File: config.mk
export PLATFORM = sky130hd
export DESIGN_NAME = ov7670_frame_capture
export DESIGN_NICKNAME = d
export VERILOG_FILES = /design/src/rtl/ov7670_cap_pkg.sv /design/src/rtl/dvp_byte_pack.sv /design/src/rtl/ov7670_frame_capture.sv
export SDC_FILE = /design/constraint.sdc
export NUM_CORES = 1
export LEC_CHECK = 0
export ABC_CLOCK_PERIOD_IN_PS = 2000
export BUFFER_PORTS_ARGS = -buffer_cell sky130_fd_sc_hd__buf_2
export CAP_MARGIN = 10
export CORE_ASPECT_RATIO = 0.9
export CORE_MARGIN = 2
export CORE_UTILIZATION = 45
export DETAILED_ROUTE_END_ITERATION = 10
export SYNTH_ARGS = -nofsm -noshare
export SYNTH_HDL_FRONTEND = slang
export SYNTH_SLANG_ARGS = --single-unit
File: constraint.sdc
create_clock -name clk -period 2 [get_ports clk]
set_clock_uncertainty 0.05 [all_clocks]
set_input_delay 0.4 -clock clk [delete_from_list [all_inputs] [get_ports clk]]
set_output_delay 0.4 -clock clk [all_outputs]
set_load 0.01 [all_outputs]
File: src/rtl/ov7670_cap_pkg.sv
// Shared types and defaults for the OV7670 frame capture path.
package ov7670_cap_pkg;

    typedef enum logic [2:0] {
        WAIT_INIT,
        WAIT_VS,
        SKIP,
        ARM,
        CAPTURE
    } cap_state_t;

    localparam int H_PIXELS_DEF    = 640;
    localparam int V_LINES_DEF     = 480;
    localparam int SKIP_FRAMES_DEF = 10;

    // RGB565 field positions inside sys_data_in
    localparam int RGB_R_MSB = 15;
    localparam int RGB_R_LSB = 11;
    localparam int RGB_G_MSB = 10;
    localparam int RGB_G_LSB = 5;
    localparam int RGB_B_MSB = 4;
    localparam int RGB_B_LSB = 0;

endpackage

File: src/rtl/dvp_byte_pack.sv
// DVP front end: registers the camera pins, pairs bytes into 16-bit words
// and exposes the sync edges used by the capture FSM.
import ov7670_cap_pkg::*;

module dvp_byte_pack (
    input  logic        clk,
    input  logic        rst,
    input  logic        cam_vsync,
    input  logic        cam_href,
    input  logic [7:0]  cam_data,
    output logic        pix_stb,
    output logic [15:0] pix_data,
    output logic        href_fall,
    output logic        odd_flag,
    output logic        vs_rise,
    output logic        vs_fall
);

    logic       vsync_s1, vsync_s2;
    logic       href_s1, href_s2;
    logic [7:0] data_s1;
    logic [7:0] hi_byte;
    logic       tgl;

    // s1 captures the pins, s2 delays the sync lines for edge detection
    always_ff @(posedge clk) begin
        if (rst) begin
            vsync_s1 <= 1'b0;
            vsync_s2 <= 1'b0;
            href_s1  <= 1'b0;
            href_s2  <= 1'b0;
            data_s1  <= 8'd0;
        end else begin
            vsync_s1 <= cam_vsync;
            vsync_s2 <= vsync_s1;
            href_s1  <= cam_href;
            href_s2  <= href_s1;
            data_s1  <= cam_data;
        end
    end

    // byte toggle: first byte of a pair is held, toggle resets between lines
    always_ff @(posedge clk) begin
        if (rst) begin
            tgl     <= 1'b0;
            hi_byte <= 8'd0;
        end else if (href_s1) begin
            tgl <= ~tgl;
            if (!tgl) hi_byte <= data_s1;
        end else begin
            tgl <= 1'b0;
        end
    end

    // low byte is in s1 while the toggle is set, so the pair is complete now
    assign pix_stb   = href_s1 & tgl;
    assign pix_data  = {hi_byte, data_s1};
    assign href_fall = href_s2 & ~href_s1;
    // toggle still holds the last line's parity in the href_fall cycle
    assign odd_flag  = tgl;
    assign vs_rise   = vsync_s1 & ~vsync_s2;
    assign vs_fall   = vsync_s2 & ~vsync_s1;

endmodule

File: src/rtl/ov7670_frame_capture.sv
// OV7670 capture: aligns to frame boundaries, skips settle frames and
// feeds only in-range RGB565 pixels of whole frames to the SDRAM write FIFO.
import ov7670_cap_pkg::*;

module ov7670_frame_capture #(
    parameter int H_PIXELS    = H_PIXELS_DEF,
    parameter int V_LINES     = V_LINES_DEF,
    parameter int SKIP_FRAMES = SKIP_FRAMES_DEF
) (
    input  logic        clk,
    input  logic        rst,
    input  logic        sdram_init_done,
    input  logic        cam_vsync,
    input  logic        cam_href,
    input  logic [7:0]  cam_data,
    output logic        sys_we,
    output logic [15:0] sys_data_in,
    output logic        frame_valid,
    output logic        frame_done,
    output logic        frame_err,
    output logic [7:0]  frame_cnt
);

    localparam int PW = $clog2(H_PIXELS + 1);
    localparam int LW = $clog2(V_LINES + 1);
    localparam logic [PW-1:0] H_MAX = PW'(H_PIXELS);
    localparam logic [LW-1:0] L_MAX = LW'(V_LINES);

    cap_state_t    state, state_nx;
    logic          pix_stb, href_fall, odd_flag, vs_rise, vs_fall;
    logic [15:0]   pix_data;
    logic [PW-1:0] pix_cnt;
    logic [LW-1:0] line_cnt;
    logic [7:0]    skip_cnt;
    logic          err_flag;
    logic          start_frame, in_cap, end_frame, in_range;

    dvp_byte_pack u_pack (
        .clk       (clk),
        .rst       (rst),
        .cam_vsync (cam_vsync),
        .cam_href  (cam_href),
        .cam_data  (cam_data),
        .pix_stb   (pix_stb),
        .pix_data  (pix_data),
        .href_fall (href_fall),
        .odd_flag  (odd_flag),
        .vs_rise   (vs_rise),
        .vs_fall   (vs_fall)
    );

    // state register
    always_ff @(posedge clk) begin
        if (rst) state <= WAIT_INIT;
        else     state <= state_nx;
    end

    // next state and per-cycle frame strobes
    always_comb begin
        state_nx    = state;
        start_frame = 1'b0;
        in_cap      = 1'b0;
        end_frame   = 1'b0;
        in_range    = (pix_cnt < H_MAX) && (line_cnt < L_MAX);
        if (!sdram_init_done) begin
            state_nx = WAIT_INIT;
        end else begin
            case (state)
                WAIT_INIT: state_nx = WAIT_VS;
                WAIT_VS:
                    if (vs_rise) state_nx = (int'(skip_cnt) < SKIP_FRAMES) ? SKIP : ARM;
                SKIP:
                    if (vs_rise && (int'(skip_cnt) + 1 >= SKIP_FRAMES)) state_nx = ARM;
                ARM:
                    if (vs_fall) begin
                        state_nx    = CAPTURE;
                        start_frame = 1'b1;
                    end
                CAPTURE: begin
                    in_cap = 1'b1;
                    if (vs_rise) begin
                        state_nx  = ARM;
                        end_frame = 1'b1;
                    end
                end
                default: state_nx = WAIT_INIT;
            endcase
        end
    end

    // skip, pixel and line counters plus the running geometry error
    always_ff @(posedge clk) begin
        if (rst) begin
            skip_cnt <= 8'd0;
            pix_cnt  <= '0;
            line_cnt <= '0;
            err_flag <= 1'b0;
        end else if (!sdram_init_done) begin
            skip_cnt <= 8'd0;
        end else begin
            if (state == SKIP && vs_rise) skip_cnt <= skip_cnt + 8'd1;
            if (start_frame) begin
                pix_cnt  <= '0;
                line_cnt <= '0;
                err_flag <= 1'b0;
            end
            if (in_cap && pix_stb) begin
                if (pix_cnt < H_MAX) pix_cnt <= pix_cnt + 1'b1;
                if (!in_range) err_flag <= 1'b1;
            end
            if (in_cap && href_fall) begin
                if (odd_flag || pix_cnt != H_MAX) err_flag <= 1'b1;
                if (line_cnt < L_MAX) line_cnt <= line_cnt + 1'b1;
                pix_cnt <= '0;
            end
        end
    end

    // FIFO write port and frame status outputs
    always_ff @(posedge clk) begin
        if (rst) begin
            sys_we      <= 1'b0;
            sys_data_in <= 16'd0;
            frame_valid <= 1'b0;
            frame_done  <= 1'b0;
            frame_err   <= 1'b0;
            frame_cnt   <= 8'd0;
        end else begin
            sys_we     <= 1'b0;
            frame_done <= 1'b0;
            if (!sdram_init_done) begin
                frame_valid <= 1'b0;
            end else begin
                if (start_frame) frame_valid <= 1'b1;
                // the closing pixel still lands even when vsync rises with it
                if (in_cap && pix_stb && in_range) begin
                    sys_we      <= 1'b1;
                    sys_data_in <= pix_data;
                end
                if (end_frame) begin
                    frame_valid <= 1'b0;
                    frame_done  <= 1'b1;
                    frame_err   <= err_flag | (line_cnt != L_MAX);
                    frame_cnt   <= frame_cnt + 8'd1;
                end
            end
        end
    end

endmodule

## Word-level counts from Yosys, hierarchy flattened

Cells that the tools add are included.

- Memory bits (writable): 0
- Latch bits: 0
- Bits in read-only memories: 0
- Register bits: 80
- Memories kept: 0

- Multiplexer cells: 28
- Reduce and logical (&&, ||, !) cells: 15
- $mul: 0
- Div/mod/pow operators: 0
- $add $sub $neg: 5
- Equality and inequality tests: 10
- Shifts and indexed selects: 0
- Order comparisons: 4
- Bitwise operators: 10

Operator list:

| operator | count |
|---|---|
| 10-bit two-way mux | 4 |
| 9-bit two-way mux | 3 |
| 8-bit by 1-bit adder with 8-bit output (second input constant) | 2 |
| 1-bit two-way mux | 16 |
| 3-bit case mux with 5 select lines | 1 |
| 3-bit two-way mux | 4 |
| 10-bit by 1-bit adder with 10-bit output (second input constant) | 1 |
| 10-bit less-than comparator (second input constant) | 1 |
| 10-bit inequality test (second input constant) | 1 |
| 8-bit by 1-bit adder with 9-bit output (second input constant) | 1 |
| 9-bit by 1-bit adder with 9-bit output (second input constant) | 1 |
| 9-bit by 4-bit >= comparator with 1-bit output (second input constant) | 1 |
| 9-bit less-than comparator (second input constant) | 1 |
| 9-bit inequality test (second input constant) | 1 |
| 8-bit by 4-bit less-than comparator with 1-bit output (second input constant) | 1 |
| 3-bit by 2-bit == test with 1-bit output (second input constant) | 2 |
| 1-bit logical AND | 6 |
| 2-bit inequality test (second input constant) | 3 |
| 2-bit AND reduction | 3 |
| 1-bit NOT | 5 |
| 1-bit AND | 4 |
| 4-bit AND reduction | 1 |
| 2-bit OR reduction | 2 |
| 3-bit by 1-bit == test with 1-bit output (second input constant) | 1 |
| 6 further kinds | 6 |

## Logic depth before layout (Yosys ltp)

Gate-level depths: netlist of run 1.

- Depth after elaboration: 10
- Gate-level depth with buffers: 7
- Depth with buffers taken out: 7

## Hierarchy

A second synthesis of run 1 with hierarchy kept.

- Cell total of the unflattened synthesis: 411
- Area total of the unflattened synthesis: 3545.9 µm²

By module, submodules not included:

| module | area an instance (µm²) | cells an instance | times used |
|---|---|---|---|
| ov7670_frame_capture | 2801.4 | 344 | 1 |
| dvp_byte_pack | 744.5 | 67 | 1 |

## Worst setup path before layout of run 1

Ideal clock, no wire load.

- Path type: in2reg
- Start: input port sdram_init_done
- End: register pix_cnt[6]
- Slack: 329 ps
- Stages: 6
- Setup time: 117 ps
- Path buffers: 1
- Data arrival time: 1504 ps
- Cell sequence: and4bb_4 -> and4_1 -> buf_4 -> and3_1 -> a211o_1 -> a22o_1

- Word-level cells in the longest chain between the ends: 5
- Elaborated cells between the ends (all ways): 8

RTL lines:

| item | line | RTL |
|---|---|---|
| start, declared | ov7670_frame_capture.sv:12 | `input logic sdram_init_done,` |
| 1-bit two-way mux | ov7670_frame_capture.sv:65 | `if (!sdram_init_done) begin` |
| 10-bit two-way mux | ov7670_frame_capture.sv:102 | `if (start_frame) begin` |
| 10-bit two-way mux | ov7670_frame_capture.sv:108 | `if (pix_cnt < H_MAX) pix_cnt <= pix_cnt + 1'b1;` |
| 10-bit two-way mux | ov7670_frame_capture.sv:107 | `if (in_cap && pix_stb) begin` |
| 10-bit two-way mux | ov7670_frame_capture.sv:111 | `if (in_cap && href_fall) begin` |
| end signal, assigned | ov7670_frame_capture.sv:108 |  |
| end, declared | ov7670_frame_capture.sv:32 | `logic [PW-1:0] pix_cnt;` |

Several ways; a longest one is shown, not always the timed one.
A chain may end at the register's enable or synchronous reset.

## Final worst setup path of run 1

- Start: register state[1]
- End: register pix_cnt[6]

- Word-level cells in the longest chain between the ends: 7
- Elaborated cells between the ends (all ways): 12

RTL lines:

| item | line | RTL |
|---|---|---|
| start, declared | ov7670_frame_capture.sv:29 | `cap_state_t state, state_nx;` |
| start signal, assigned | ov7670_frame_capture.sv:55 | `else state <= state_nx;` |
| 3-bit by 2-bit == test with 1-bit output | ov7670_frame_capture.sv:68 | `case (state)` |
| 1-bit two-way mux | ov7670_frame_capture.sv:68 |  |
| 1-bit two-way mux | ov7670_frame_capture.sv:65 |  |
| 10-bit two-way mux | ov7670_frame_capture.sv:102 |  |
| 10-bit two-way mux | ov7670_frame_capture.sv:108 |  |
| 10-bit two-way mux | ov7670_frame_capture.sv:107 |  |
| 10-bit two-way mux * | ov7670_frame_capture.sv:111 |  |

Mark *: on every way between the ends. The rest lies on a longest branch, timed or not.

==> results of run 1 <==
[final cells by class]
type / count / area (um^2) / area share (%)
tap: 96 / 120.1 / 2.993
clock inverter: 4 / 28.78 / 0.7170
multi-input combinational: 311 / 1762 / 43.89
sequential: 80 / 1603 / 39.93
clock buffer: 12 / 145.1 / 3.616
timing repair buffer: 56 / 332.8 / 8.292
inverter: 6 / 22.52 / 0.5611
[routing by layer]
metal | GRT usage, % | share of wire (%) | routed length (um) | up-vias
met3 | 4.414 | 3.2 | 230 | 8
met1 | 24.75 | 52 | 3811 | 1338
met2 | 28.47 | 44 | 3175 | 40
met5 | 0 | 0 | 0 | -
li1 | - | - | - | 1537
met4 | 5.122 | 0.84 | 61 | 0
[registers in the layout, indices dropped and copies added (netlist names), 3 cells and up]
name            flops
u_pack.hi_byte      8
frame_cnt           8
u_pack.data_s1      8
skip_cnt            8
state               3
pix_cnt            10
line_cnt            9
sys_data_in        16
[metrics by stage]
step | utilization (%) | hold slack (ns)
final | 53.20 | 0.2092
after global routing | 53.20 | 0.1928
after CTS | 53.17 | 0.1966
after detailed placement | 50.86 | 0.3917
after global placement | 50.86 | 0.3902
after floorplan | - | 0.3821
[kinds of logic after synthesis]
kind of cell	count (synthesis)
AOI/OAI and AO/OA	72
muxes	1
xor gates and xnor gates	20
DFF	80
and+or+nand+nor	211
buffers and inverters	28
adders and majority gates	7
[what timing repair did]
| item | 4_1_cts | 5_1_grt |
|---|---|---|
| hold buffers | 0 | 0 |
| gates resized for setup | 0 | 2 |
| endpoints found under the setup margin | 0 | 1 |
[power by group]
| part | total (W) | switching, W | leakage [nW] | internal, W |
|---|---|---|---|---|
| Sequential | 0.00162 | 0.0000131 | 0.649 | 0.00161 |
| Clock | 0.00106 | 0.000569 | 0.0830 | 0.000488 |
| Combinational | 0.000116 | 0.0000696 | 0.849 | 0.0000463 |
[worst max-delay path by stage]
| stage | start | endpoint | slack, ns | depth (start not counted) |
|---|---|---|---|---|
| 2_1_floorplan | sdram_init_done | pix_cnt[6]$_SDFFE_PP0P_ | 0.33 | 6 |
| 3_3_place_gp | sdram_init_done | pix_cnt[6]$_SDFFE_PP0P_ | 0.13 | 6 |
| 3_5_place_dp | sdram_init_done | pix_cnt[6]$_SDFFE_PP0P_ | 0.09 | 6 |
| 4_1_cts | skip_cnt[1]$_SDFFE_PP0P_ | state[0]$_SDFFE_PP0P_ | 0.15 | 7 |
| 5_1_grt | skip_cnt[1]$_SDFFE_PP0P_ | state[0]$_SDFFE_PP0P_ | 0.06 | 7 |
| 6_report | state[1]$_SDFFE_PP0P_ | pix_cnt[6]$_SDFFE_PP0P_ | 0.20 | 5 |
[cell usage in the layout, fill, tap and decap left out, types with 5 or more instances in the layout]
| cell type | synthesis | final |
|---|---|---|
| buf_4 | 3 | 15 |
| dfxtp_1 | 80 | 79 |
| nand3_1 | 9 | 9 |
| inv_1 | 6 | 6 |
| xor2_1 | 13 | 13 |
| nand2_1 | 70 | 70 |
| nand2b_1 | 7 | 7 |
| clkbuf_8 | 0 | 10 |
| a21oi_1 | 39 | 39 |
| buf_2 | 6 | 40 |
| and3_1 | 14 | 14 |
| nor4_1 | 5 | 5 |
| nor2_1 | 46 | 46 |
| xnor2_1 | 7 | 7 |
| nand4_1 | 10 | 10 |
| nor3_1 | 12 | 12 |
| nor2b_1 | 17 | 17 |
| ha_1 | 7 | 7 |
| o21ai_0 | 8 | 8 |
==> flow_metrics.tcl, run 1 <==
set metrics [dict create \
    rows 30 \
    critPathArrivalTime_ns 1.99 \
    hp-start "cam_data[2]" \
    clkSlewWorstSetupHoldPaths_ns 0.08 \
    syn_area_mm2 0.003486 \
    viasPerCell 5.173 \
    core_area_mm2 0.007545 \
    hpwl_um 5008 \
    hold_path_depth 2 \
    clockBufferDepth 2 \
    dieArea_mm2 0.008467 \
    synth_edf_count 0 \
    antenna_found_initial 0 \
    die_y_um 87.50 \
    crit_path_start_kind "flop" \
    grt_max_degree 50 \
    synth_top_family_by_area "simple AND/OR/NAND/NOR gates" \
    drv_slew 0 \
    postCtsSetupBuffers 0 \
    drive_gt1_share_pct 16.20 \
    timing.rr.start "state[1]$_SDFFE_PP0P_" \
    crit_chain "and4bb_4 > and4_1 > nor2_2 > a211o_1 > a22o_1" \
    finalSetupTns_ns 0 \
    antenna_left 0 \
    synthArstFlopShare_pct 0 \
    critPathKind "flop to flop" \
    crit_required_ns 2.19 \
    synth_nets 439 \
    r2r_cells 5 \
    grt_pass1_wl_um 12590 \
    worst-path-buf-inv 0 \
    synth-xor-area-share_pct 5.025 \
    syn_avg_cell_area_um2 8.319 \
    first_pass_iters 4 \
    worst_slack_ns 0.2006 \
    pre_cts_ws_ns 0.09415 \
    htreeDepth 3 \
    crit_family "simple AND/OR/NAND/NOR gates" \
    clock_latency_ns 0.34 \
    yosysTopAreaCellShare_pct 45.94 \
    endpoint_kind "flop" \
    worst_slew_pin_slew_ns 0.4601 \
    whs_endpoint "u_pack.data_s1[2]$_SDFF_PP0_" \
    track_usage_pct 18.02 \
    nets 484 \
    cts.sinks 80 \
    synth_compound_area_share_pct 12.46 \
    total_power_w 0.002798 \
    slowest_stage "and4bb_4" \
    yosys-top-cells-count "80 x dfxtp_1, 70 x nand2_1, 46 x nor2_1, 39 x a21oi_1, 17 x nor2b_1" \
    synth-seq-cells 80 \
    die_w_um 96.78 \
    synth_warnings 0 \
    grt_pass1_vias 2683 \
    place_inst 549 \
    synthAdderAreaFrac_pct 2.513 \
    peakVddDrop_mv 0.4919 \
    vias 2923 \
    synthCells 419 \
    drc 0 \
    synth_seq_area_share_pct 45.94 \
    cts_made_buffers 9 \
    cts_tree "yes" \
    drv_cap 0 \
    final_cells 565 \
    synth_mux_area_share_pct 0.2872 \
    final_area_mm2 0.004014 \
    post-route-period-util_pct 89.97 \
    wl_per_cell_um 12.88 \
    netlist_top_cells_area "dfxtp_1 46%, nand2_1 7.5%, a21oi_1 5.6%" \
    yosys.area_share.simple_pct 30.22 \
    status "finished, final reports clean" \
    period_minus_slack_ns 1.799 \
    yosys.area.top_type "dfxtp_1" \
    hold_class "input port to flop" \
    synthFlopType "dfxtp_1" \
    nFillCells 738 \
    reg2reg_slack_ns 0.20 \
    fmax_ghz 0.5558 \
    numPortBuffers 40 \
    synthToLayoutAreaGrowth_pct 15.15 \
    initialDrtViolationCount 162 \
    synth_most_common_cell "dfxtp_1" \
    hold_viol 0 \
    place_area_mm2 0.003837 \
    gp_congestion 0.8647 \
    synth.distinct_cells 49 \
    grt_overflow 0 \
    start_util_pct 46.20 \
    p_per_area_mw_per_mm2 697.2 \
    cpPeakStageDelay_ns 0.36 \
    rsz0062_at_grt "false" \
    antennaDiodeCount 0 \
    ios 41 \
    slew_headroom_pct 69.14 \
    worst_r2r_endpoint "pix_cnt[6]$_SDFFE_PP0P_" \
    routed_wl_um 7278 \
    root_buffer "clkbuf_8" \
    cp_max_fo 7 \
    power_leakage_nw 1.580 \
    final-setup-viol-count 0 \
]
(Power assumes the default switching activity.)
==> inputs of run 2 (changes only) <==
CORE_MARGIN = not set   (was 2)
==> run 2 against run 1 <==
  * The run now ends with DRC left
  * Sequential share of layout area hardly changed
  * Cell count is 0.18% lower
  * Sequential power barely moved
  * Sequential cell count is the same
  * Via count down 0.86%
  * Critical endpoint unchanged
==> flow_metrics.tcl, run 2 (synthesis gave the netlist of run 1 again) <==
set metrics [dict create \
    crit_family "simple AND/OR/NAND/NOR gates" \
    grt_use_met2_pct 28.25 \
    core_area_mm2 0.007507 \
    hold_viol 0 \
    worst_slew_pin_slew_ns 0.5125 \
    peakVddDrop_mv 0.4337 \
    cp_max_fo 6 \
    final_area_mm2 0.004010 \
    hold_class "input port to flop" \
    grt_overflow 0 \
    grt_pass1_vias 2569 \
    total_power_w 0.002816 \
    largest_register_ffs 16 \
    crit_required_ns 2.19 \
    clkSlewWorstSetupHoldPaths_ns 0.08 \
    pwr-share-comb_pct 4.1 \
    crit_top_cell "and3_1" \
    cts_made_buffers 9 \
    critPathArrivalTime_ns 2.00 \
    grt_pass1_wl_um 12250 \
    timing.rr.start "pix_cnt[0]$_SDFFE_PP0P_" \
    die_y_um 85.50 \
    rsz0062_at_grt "false" \
    period_minus_slack_ns 1.810 \
    fmax_ghz 0.5524 \
    hp-start "cam_data[5]" \
    top_register "sys_data_in" \
    fin_util_pct 53.42 \
    drv_slew 0 \
    crit_chain "ha_1 > and3_1 > nand3_1 > and3_1 > a211o_1 > a22o_1" \
    initialDrtViolationCount 153 \
    startpoint "pix_cnt[0]$_SDFFE_PP0P_" \
    first_pass_iters 7 \
    dieArea_mm2 0.008103 \
    cts.sinks 80 \
    final-setup-viol-count 0 \
    drive_gt1_share_pct 16.24 \
    top_usage_layer "met2" \
    violations "DRC" \
    htreeDepth 3 \
    viasPerCell 5.138 \
    drv_cap 0 \
    hpwl_um 4805 \
    grt_use_met1_pct 27.51 \
    grt_max_degree 67 \
    root_buffer "clkbuf_8" \
    post-route-period-util_pct 90.51 \
    gp_congestion 0.8018 \
    slowest_stage "dfxtp_1" \
    vias 2898 \
    p_seq_share_pct 57.7 \
    postCtsSetupBuffers 0 \
    top_regs "sys_data_in (16), pix_cnt (10), line_cnt (9)" \
    critPathKind "flop to flop" \
    nFillCells 732 \
    cpPeakStageDelay_ns 0.41 \
    cts_tree "yes" \
    clock_latency_ns 0.35 \
    routed_wl_um 7106 \
    drc 1 \
    met3_usage_pct 5.674 \
    nets 483 \
    worst_hold_slack_ns 0.2083 \
    layout_common_cells "80 x dfxtp_1, 70 x nand2_1, 46 x nor2_1" \
    p_switching_w 0.0006927 \
    p_per_area_mw_per_mm2 702.3 \
    p_int_w 0.002124 \
    seq_area_mm2 0.001602 \
    antennaDiodeCount 0 \
    ios 41 \
    clockBufferDepth 2 \
    finalSetupTns_ns 0 \
    rows 30 \
    status "finished with violations" \
    slew_headroom_pct 65.63 \
    place_area_mm2 0.003830 \
    pwr-share-clk_pct 38.2 \
    multiInputGateArea_mm2 0.001762 \
    power_leakage_nw 1.583 \
    endpoint_kind "flop" \
    crit_path_start_kind "flop" \
    antenna_found_initial 0 \
    wl_per_cell_um 12.60 \
    antenna_left 0 \
    start_util_pct 46.43 \
    die_w_um 94.78 \
    numPortBuffers 40 \
    worst-path-buf-inv 0 \
    switching_share_pct 24.60 \
    track_usage_pct 19.29 \
    final_common_cell "dfxtp_1" \
    synthToLayoutAreaGrowth_pct 15.04 \
]
-- run 2: cell count changes in the layout (fill, tap and decap cells not counted), sizes merged --
cell | before | now
inv | 7 | 9
clkinv | 1 | 3
buf | 56 | 55
clkinvlp | 2 | 1
clkbuf | 12 | 9
-- run 2: per-stage QoR --
stage	cells	worst slack, ns
final	564	0.1898
after global routing	564	0.02705
after CTS	564	0.1550
after detailed placement	548	0.1080
after global placement	548	0.1251
after floorplan	419	0.3293
-- run 2: repair_timing --
action,4_1_cts,5_1_grt
resized for setup,0,1
hold buffers,0,0
endpoints found under the setup margin,0,1
-- run 2: power by group through the flow --
stage | clock network, W | registers [W] | logic [W]
2_1_floorplan | 0 | 0.00166 | 0.0000774
3_3_place_gp | 0 | 0.00166 | 0.000116
3_5_place_dp | 0 | 0.00166 | 0.000117
4_1_cts | 0.00113 | 0.00163 | 0.000118
5_1_grt | 0.00120 | 0.00163 | 0.000131
6_report | 0.00107 | 0.00162 | 0.000117
-- run 2: layer usage --
| metal | vias to the layer above | wire (um) | part of all wire (%) |
|---|---|---|---|
| met5 | - | 0 | 0 |
| met4 | 0 | 60 | 0.84 |
| met3 | 6 | 229 | 3.2 |
| met2 | 39 | 3120 | 44 |
| met1 | 1320 | 3695 | 52 |
| li1 | 1533 | - | - |
-- run 2: area by class of cell --
cell class                      count  share of cell area, %
Timing Repair Buffer               55                  8.112
Clock inverter                      7                  1.373
Tap cell                           96                  2.995
Inverter                            6                 0.5616
Multi-Input combinational cell    311                  43.93
Sequential cell                    80                  39.94
Clock buffer                        9                  3.089
-- run 2: path summary, 6_finish.rpt --
check	depth (start not counted)	end	slack, ns
worst max-delay path	6	pix_cnt[6]$_SDFFE_PP0P_	0.19
worst min-delay path	2	u_pack.data_s1[5]$_SDFF_PP0_	0.21
worst max register to register	6	pix_cnt[6]$_SDFFE_PP0P_	0.19
worst min register to register	2	sys_data_in[4]$_SDFFE_PP0P_	0.40
==> inputs of run 3 (changes only) <==
CORE_UTILIZATION = 57   (was 45)
PLACE_DENSITY = 0.78   (was not set)
==> run 3 against run 2 <==
  * The flow still finishes with violations (DRC)
  * Count of clock-buffer cells in the layout rose by 2
  * Clock power rose by 13%
  * Critical path type unchanged
  * Cell area fell by 0.87%
  * Combinational power barely moved
  * Wire length fell by 1.9%
  * Critical path depth rose by 1
==> flow_metrics.tcl, run 3 (synthesis gave the netlist of run 1 again) <==
set metrics [dict create \
    dieArea_mm2 0.006433 \
    grt_pass1_vias 2696 \
    pre_cts_ws_ns 0.1140 \
    clkSlewWorstSetupHoldPaths_ns 0.08 \
    numPortBuffers 40 \
    worst_slew_pin_slew_ns 0.5859 \
    hold_path_depth 2 \
    post-route-period-util_pct 91.24 \
    status "finished with violations" \
    htreeDepth 3 \
    track_usage_pct 23.19 \
    drc 4 \
    violations "DRC" \
    final-setup-viol-count 0 \
    crit_path_start_kind "flop" \
    seq_area_mm2 0.001602 \
    die_y_um 76.19 \
    critPathArrivalTime_ns 1.99 \
    synthToLayoutAreaGrowth_pct 14.03 \
    worst_slack_ns 0.1751 \
    cts_tree "yes" \
    root_buffer "clkbuf_8" \
    wl_per_cell_um 13.00 \
    r2r_cells 7 \
    cp_max_fo 5 \
    hold_viol 0 \
    ios 41 \
    cts.sinks 80 \
    antennaDiodeCount 0 \
    core_area_mm2 0.005791 \
    rows 26 \
    antenna_found_initial 0 \
    hpwl_um 4738 \
    ctsResizeCount 0 \
    die_w_um 84.43 \
    largest_register_ffs 16 \
    peakVddDrop_mv 0.5773 \
    worst_hold_slack_ns 0.2021 \
    rsz0062_at_grt "false" \
    drive_gt1_share_pct 15.67 \
    gp_congestion 0.8660 \
    nets 481 \
    power_leakage_nw 1.578 \
    p_per_area_mw_per_mm2 741.0 \
    initialDrtViolationCount 171 \
    clock_latency_ns 0.35 \
    place_inst 520 \
    grt_pass1_wl_um 11900 \
    finalSetupTns_ns 0 \
    drv_cap 0 \
    fmax_ghz 0.5480 \
    final_area_mm2 0.003975 \
    antenna_left 0 \
    postCtsSetupBuffers 0 \
    crit_required_ns 2.17 \
    top_register "sys_data_in" \
    grt_overflow 0 \
    endpoint_kind "flop" \
    clockBufferDepth 2 \
    drv_slew 0 \
    critPathKind "flop to flop" \
    viasPerCell 5.550 \
    final_common_cell "dfxtp_1" \
    top_regs "sys_data_in (16), pix_cnt (10), line_cnt (9)" \
    layout_common_cells "80 x dfxtp_1, 70 x nand2_1, 46 x nor2_1" \
    place_area_mm2 0.003770 \
    cts_made_buffers 9 \
    hold_class "input port to flop" \
    final_cells 536 \
    nFillCells 480 \
    multiInputGateArea_mm2 0.001760 \
    grt_max_degree 33 \
    routed_wl_um 6968 \
    period_minus_slack_ns 1.825 \
    start_util_pct 60.20 \
    first_pass_iters 7 \
    hold_buffers 0 \
    slew_headroom_pct 60.86 \
    vias 2975 \
]
-- run 3: cell types whose count changed in the layout (fill, tap and decap cells not counted), sizes merged --
cell,previous run,this run
buf,55,53
clkbuf,9,11
inv,9,7
bufinv,0,1
clkinv,3,2
-- run 3: worst paths after layout --
path                                    start                           end  slack, ns
setup / recovery     skip_cnt[1]$_SDFFE_PP0P_         state[0]$_SDFFE_PP0P_       0.18
hold / removal                    cam_data[5]  u_pack.data_s1[5]$_SDFF_PP0_       0.20
setup reg to reg     skip_cnt[1]$_SDFFE_PP0P_         state[0]$_SDFFE_PP0P_       0.18
hold reg to reg   sys_data_in[7]$_SDFFE_PP0P_   sys_data_in[7]$_SDFFE_PP0P_       0.40
-- run 3: worst max-delay path, stage by stage (launching register included) --
cell and delay, ns:
dfxtp_1 0.38, inv_1 0.06, ha_1 0.30, nand2b_1 0.06, a2111oi_0 0.39, nor3_1 0.09
nor4_1 0.27, o41ai_1 0.09
-- run 3: layer usage --
layer  global-route usage [%]  routed length, um  up-vias
met5                        0                  0        -
met4                    8.305                 95        0
met3                    5.850                320        8
met2                    37.30               3165       63
met1                    30.38               3386     1375
li1                         -                  -     1529
-- run 3: cell type report --
| type | count | area share (%) |
|---|---|---|
| timing repair buffer | 53 | 7.491 |
| inverter | 6 | 0.5666 |
| sequential | 80 | 40.29 |
| clock inverter | 5 | 1.605 |
| clock buffer | 11 | 3.557 |
| multi-input combinational | 311 | 44.29 |
| tap | 70 | 2.203 |
-- run 3: where the power goes --
group	switching (W)	internal [W]	total [W]
clock	0.000587	0.000620	0.00121
combinational	0.0000700	0.0000448	0.000115
sequential	0.0000123	0.00161	0.00162
-- run 3: metrics by stage --
stage | utilization [%] | total power (W)
finish | 68.65 | 0.002945
global route | 68.65 | 0.003054
CTS | 68.65 | 0.002972
detailed placement | 65.10 | 0.001776
global placement | 65.10 | 0.001774
floorplan | - | 0.001737
